### config.mk
export PLATFORM = sky130hd
export DESIGN_NAME = fifo_word_reader
export DESIGN_NICKNAME = d
export VERILOG_FILES = /design/src/rtl/fifo_word_reader.sv
export SDC_FILE = /design/constraint.sdc
export NUM_CORES = 1
export LEC_CHECK = 0
export CAP_MARGIN = 0
export CORE_ASPECT_RATIO = 1.25
export CORE_MARGIN = 2
export CORE_UTILIZATION = 54
export DETAILED_ROUTE_END_ITERATION = 6
export MAX_ROUTING_LAYER = met4
export PLACE_DENSITY = 0.84
export SYNTH_ARGS = -nofsm -noshare
export SYNTH_HDL_FRONTEND = slang
export SYNTH_HIERARCHICAL = 1
export SYNTH_SLANG_ARGS = --single-unit
### constraint.sdc
create_clock -name clk -period 2.6 [get_ports clk]
set_input_delay 0.52 -clock clk [delete_from_list [all_inputs] [get_ports clk]]
set_output_delay 0.52 -clock clk [all_outputs]
set_load 0.05 [all_outputs]
### src/rtl/fifo_word_reader.sv
// Read-side engine for the narrow FIFO: pops one entry every IDLE/POP/CAPTURE
// round, packs WORDS entries LSB-first, presents them on a valid/ready stream.
// Optional partial-word flush on idle timeout: define FIFO_WORD_READER_TIMEOUT_EN.

module fifo_word_reader_slot #(
  parameter int WIDTH = 1
) (
  input  logic             clk,
  input  logic             reset,
  input  logic             clr,
  input  logic             wr_en,
  input  logic [WIDTH-1:0] din,
  output logic [WIDTH-1:0] q
);
  always_ff @(posedge clk) begin
    if (reset || clr) q <= '0;
    else if (wr_en)   q <= din;
  end
endmodule

module fifo_word_reader #(
  parameter int WIDTH   = 1,
  parameter int WORDS   = 8,
  parameter int TIMEOUT = 16
) (
  input  logic                   clk,
  input  logic                   reset,
  input  logic                   fifo_empty,
  input  logic [WIDTH-1:0]       fifo_data,
  output logic                   fifo_rd_en,
  output logic [WIDTH*WORDS-1:0] out_data,
  output logic [5:0]             out_count,
  output logic                   out_valid,
  input  logic                   out_ready,
  output logic                   busy
);
  typedef enum logic [1:0] {IDLE, POP, CAPTURE, OUT} state_t;

  localparam logic [5:0] WORDS_C = 6'(WORDS);

  generate
    if (WORDS < 2 || WORDS > 32) begin : g_bad_words
      $error("fifo_word_reader: WORDS must be in 2..32");
    end
    if (TIMEOUT < 1 || TIMEOUT > 255) begin : g_bad_timeout
      $error("fifo_word_reader: TIMEOUT must be in 1..255");
    end
  endgenerate

  state_t                      state;
  logic [5:0]                  fill;
  logic [5:0]                  fill_nxt;
  logic [WORDS-1:0][WIDTH-1:0] slot_q;
  logic [WORDS-1:0]            slot_wr;
  logic                        slot_clr;
  logic                        flush_partial;

  assign fill_nxt = fill + 6'd1;
  assign slot_clr = (state == OUT) && out_ready;
  assign busy     = (state != IDLE) || (fill != 6'd0);
  assign out_data = slot_q;

  // Slots only ever get written once per word and are zeroed on handshake,
  // so unfilled slots of a partial word already read as 0.
  genvar g;
  generate
    for (g = 0; g < WORDS; g++) begin : g_slot
      assign slot_wr[g] = (state == CAPTURE) && (fill == 6'(g));
      fifo_word_reader_slot #(.WIDTH(WIDTH)) u_slot (
        .clk   (clk),
        .reset (reset),
        .clr   (slot_clr),
        .wr_en (slot_wr[g]),
        .din   (fifo_data),
        .q     (slot_q[g])
      );
    end
  endgenerate

`ifdef FIFO_WORD_READER_TIMEOUT_EN
  logic [7:0] idle_cnt;

  assign flush_partial = (fill != 6'd0) && fifo_empty && (idle_cnt == 8'(TIMEOUT - 1));

  // Counts IDLE cycles spent waiting on an empty FIFO with a partial word held.
  always_ff @(posedge clk) begin
    if (reset)                                                   idle_cnt <= 8'd0;
    else if (state == IDLE && fill != 6'd0 && fifo_empty)        idle_cnt <= flush_partial ? 8'd0 : idle_cnt + 8'd1;
    else                                                         idle_cnt <= 8'd0;
  end
`else
  assign flush_partial = 1'b0;
`endif

  always_ff @(posedge clk) begin
    if (reset) begin
      state      <= IDLE;
      fill       <= 6'd0;
      out_count  <= 6'd0;
      out_valid  <= 1'b0;
      fifo_rd_en <= 1'b0;
    end else begin
      case (state)
        IDLE: begin
          if (!fifo_empty) begin
            state      <= POP;
            fifo_rd_en <= 1'b1;
          end else if (flush_partial) begin
            state     <= OUT;
            out_valid <= 1'b1;
            out_count <= fill;
          end
        end
        POP: begin
          // FIFO output is registered: data lands during CAPTURE.
          fifo_rd_en <= 1'b0;
          state      <= CAPTURE;
        end
        CAPTURE: begin
          fill <= fill_nxt;
          if (fill_nxt == WORDS_C) begin
            state     <= OUT;
            out_valid <= 1'b1;
            out_count <= WORDS_C;
          end else begin
            state <= IDLE;
          end
        end
        OUT: begin
          if (out_ready) begin
            state     <= IDLE;
            fill      <= 6'd0;
            out_valid <= 1'b0;
            out_count <= 6'd0;
          end
        end
        default: state <= IDLE;
      endcase
    end
  end
endmodule

# == Word level (Yosys, flattened, before mapping) ==
# Cells that the tools add are included.
# W data, S select, Z words.
# totals
reg_bits,24
latchBits,0
mem_bits_rw,0
rom_bits,0
in_bits,5
output_inout_bits,17
mem_count,0
# classes
n_addsub,1
n_mul,0
n_div,0
order_cmp,0
eq_ne,14
shifts,0
n_mux,13
bitwise_logic,0
reduce_logical,21
# op_table
cell,n
$eq A6 B3 Y1 const B,4
$pmux W6 S2,2
$eq A6 B2 Y1 const B,2
$mux W6,2
$logic_and A1 B1 Y1,9
$pmux W2 S4,1
$add A6 B1 Y6 const B,1
$eq A6 B1 Y1 const B,1
$eq A6 B4 Y1 const B,1
$logic_not A6 Y1,1
$mux W2,3
$reduce_and A2 Y1,3
$reduce_bool A2 Y1,3
$reduce_bool A6 Y1,1
$eq A2 B2 Y1 const B,2
$ne A2 B2 Y1 const B,2
$pmux W1 S2,2
$mux W1,3
$reduce_and A3 Y1,1
$eq A2 B1 Y1 const B,1
$logic_not A2 Y1,1
$logic_or A1 B1 Y1,2
$ne A2 B1 Y1 const B,1

# == Logic depth before layout (Yosys ltp) ==
# depth
depth_word,4
mapped_depth,6
mapped_depth_nobuf,5

# == Hierarchy ==
# The synthesis kept the hierarchy.
# modules_own_cells
mod,n_inst,cells_each,area_each_um2
fifo_word_reader,1,90,750.7
fifo_word_reader_slot,8,3,40.0

# == Worst setup path after synthesis ==
# OpenSTA, ideal clock, no wires.
# synth_timing
path_type,register to output
startpoint,register fill[3]
endpoint,output busy
t_arrival_ps,1354
required_ps,2080
setup_slack_ps,726
path_stages_with_launch,4
path_cell_list,dfxtp_1 buf_4 nor4_1 nand3_1
# synth_via
elab_chain_cells,2
# synth_rtl
element,line_no,source
"start, declared",51,logic [5:0] fill;
"start signal, assigned",120,fill <= fill_nxt;
$reduce_bool A6 Y1,60,assign busy = (state != IDLE) || (fill != 6'd0);
$logic_or A1 B1 Y1,60,
"end, declared",35,output logic busy
# Every way passes these cells.

# == Worst setup path in the final report ==
# layout_timing
startpoint,register fill[2]
endpoint,output busy
# The elaborated chain is that of the path after synthesis.

==> run metrics <==
number of diodes 0; Critical Path RT between 2 and 2.5 ns; DR pass1 iterations 4; nets 139; antenna violations before repair 0; vias in the first global route 781; CP endpoint kind primary output; Max Transition Viols Final 0; CTS resizes 0; gr busiest metal met2; critical-path cell list nor4_1 > nand3_1 > clkdlybuf4s50_1; Starting Density a little under three fifths; post-synthesis sequential area ratio between 30% and 40%; IO Count 22; Final WS setup approximately 0.12 ns; status complete, no violations; syn_area_per_cell 9.39 um2; post-synthesis cell area 1070 um2; grt ovf 0; Place WS 0.438 ns; latest clock arrival within the worst-skew pair 0.30 ns; flop and latch count out of synthesis 18; Crit path arrival time 1.96 ns; TNS Setup 0 ns; met1 usage 25.9%; clk root buf clkbuf_4; Crit Path Category register to primary output; Slew @ Worst Pin 0.523 ns; Hold WC Path Type register to register; maximum VDD drop 0.000328 V; Crit path largest cell delay 0.72 ns; layout cells sized above 1 about 14%; # Post-CTS Setup Buffers 0; crit path buf inv count 1; Initial DRC Count 9; worst-path fanout max 9; Detailed Place HPWL 1520 um; Port Buf Inserts 16; TritonCTS clock tree built; Slew Limit Headroom 65.2%; total CTS buffers 3; H-Tree Depth 1; Remaining DRCs 0; yosys warns 6; Post-CTS Hold Buffers 0; met2 usage 35.8%; Die Ht ~54 um; EDFF count, synth 0; Site Rows 18; final hold vios 0; Max Freq 0.403 GHz; Clock Skew 0.00241 ns; met3 usage 2.01%; asr flop ratio synth 0%; Die W 43.8 um; WL/cell 14.2 um; startpoint types register; Synth cell types 36; Area growth, synth to finish 13.2%; min Tclk post-route 2.48 ns; ys flop type dfxtp_1; Crit path max-delay family buffers and inverters; largest net degree at the start of global routing 20; first-pass GRT wire length 3600 um; period utilisation layout 95.5%; # clock sinks 18; CTS max path bufs 2; post-detailed-route count of antenna-violating nets 0; via-per-instance ratio 5.70; gr usage total 21.5%; DIE AREA 2360 um2; core area 1910 um2; Mapped Cells 114; maxcap violations 0; Worst-path clk slew 0.10 ns; WL final 2100 um; endpoints failing setup 0; Leak 0.000468 uW; RSZ-0062 raised after global routing no; Power per Cell Area between 400 and 500 nW/um2; crit path max-delay cell type clkdlybuf4s50_1; vias 843; GPL Wtd Cong 0.851
[synth_stat cells (2+ instances only)]
master    count  area, um2
dfxtp_1      18        360
mux2i_1      10        100
and3_1        9       56.3
buf_4         8       60.1
nor3_2        8       80.1
nor2_1        7       26.3
o21ai_0       5       25.0
ha_1          4       50.1
inv_1         4       15.0
nand2_1       4       15.0
nand3_1       4       20.0
nor2b_1       3       18.8
a211oi_1      2       15.0
a21oi_1       2       10.0
clkbuf_8      2       27.5
nand2b_4      2       27.5
nand3b_1      2       15.0
o32ai_1       2       17.5
[final timing paths]
kind | depth (start not counted) | slack (ns) | end | startpoint
worst min-delay path | 2 | 0.50 | fifo_rd_en$_SDFFE_PP0P_ | fifo_rd_en$_SDFFE_PP0P_
worst min register to register | 2 | 0.50 | fifo_rd_en$_SDFFE_PP0P_ | fifo_rd_en$_SDFFE_PP0P_
worst max-delay path | 3 | 0.12 | busy | fill[2]$_SDFFE_PP0P_
worst max register to register | 5 | 1.02 | g_slot[3].u_slot/q$_SDFFE_PP0P_ | fill[2]$_SDFFE_PP0P_
[registers in the layout (all words and copies together), names as in the netlist]
signal and flops:
g_slot.u_slot/q 8, fill 6, state 2, fifo_rd_en 1, out_count 1
[metal layers]
metal	vias up	part of all wire [%]
met5	-	0
met4	0	2.4
met3	5	3.8
met2	22	51
met1	391	43
li1	425	-
[cells by family after synthesis]
family                   Yosys count  share of synthesized area (%)
AND/OR/NAND/NOR                   47                           29.9
other                              1                          0.350
buffers and inverters             16                           11.1
adder cells (fa/ha/maj)            4                           4.67
flip-flops                        18                           33.6
multiplexers                      10                           9.35
AO/OA/AOI/OAI                     18                           11.0
[worst min-delay path, cell delays in order (launching register included)]
cell and delay (ns):
dfxtp_1 0.32, nor2_1 0.09, a211oi_1 0.05
[power by group]
| group | total (uW) | switching, uW | internal [uW] |
|---|---|---|---|
| combinational | 84.5 | 57.3 | 27.2 |
| clock | 141 | 86.4 | 54.1 |
| sequential | 289 | 7.77 | 281 |
| total | 514 | 152 | 362 |
[cells in the final DEF, fill, tap and decap left out, drive strengths merged, types with 3 or more instances in the layout]
master         synthesis  final
dfxtp                 18     18
clkdlybuf4s50          0     16
mux2i                 10     10
and3                   9      9
nor3                   9      9
nor2                   7      7
o21ai                  6      6
conb                   1      5
inv                    4      4
nand3                  4      4
nand2                  4      4
ha                     4      4
nor2b                  3      3
clkbuf                 2      3
buf                   10      3
nand2b                 3      3
[layout make-up]
class	count	area (um2)
inverter	4	15.0
timing repair buffer	19	183
multi-input combinational	84	607
clock buffer	3	22.5
tap	20	25.0
sequential	18	360
fill	176	702
[per-stage QoR]
| step | util (%) | cells | cell area, um2 | total power (uW) | hold WS (ns) |
|---|---|---|---|---|---|
| 6_report | 63.3 | 148 | 1210 | 514 | 0.496 |
| 3_3_place_gp | 62.2 | 145 | 1190 | 378 | 0.481 |
| 2_1_floorplan | - | 118 | 1090 | 361 | 0.484 |
| 5_1_grt | 63.3 | 148 | 1210 | 531 | 0.552 |
| 4_1_cts | 63.3 | 148 | 1210 | 518 | 0.504 |
| 3_5_place_dp | 62.2 | 145 | 1190 | 379 | 0.490 |
No activity file was read; power rests on OpenSTA's default activity.
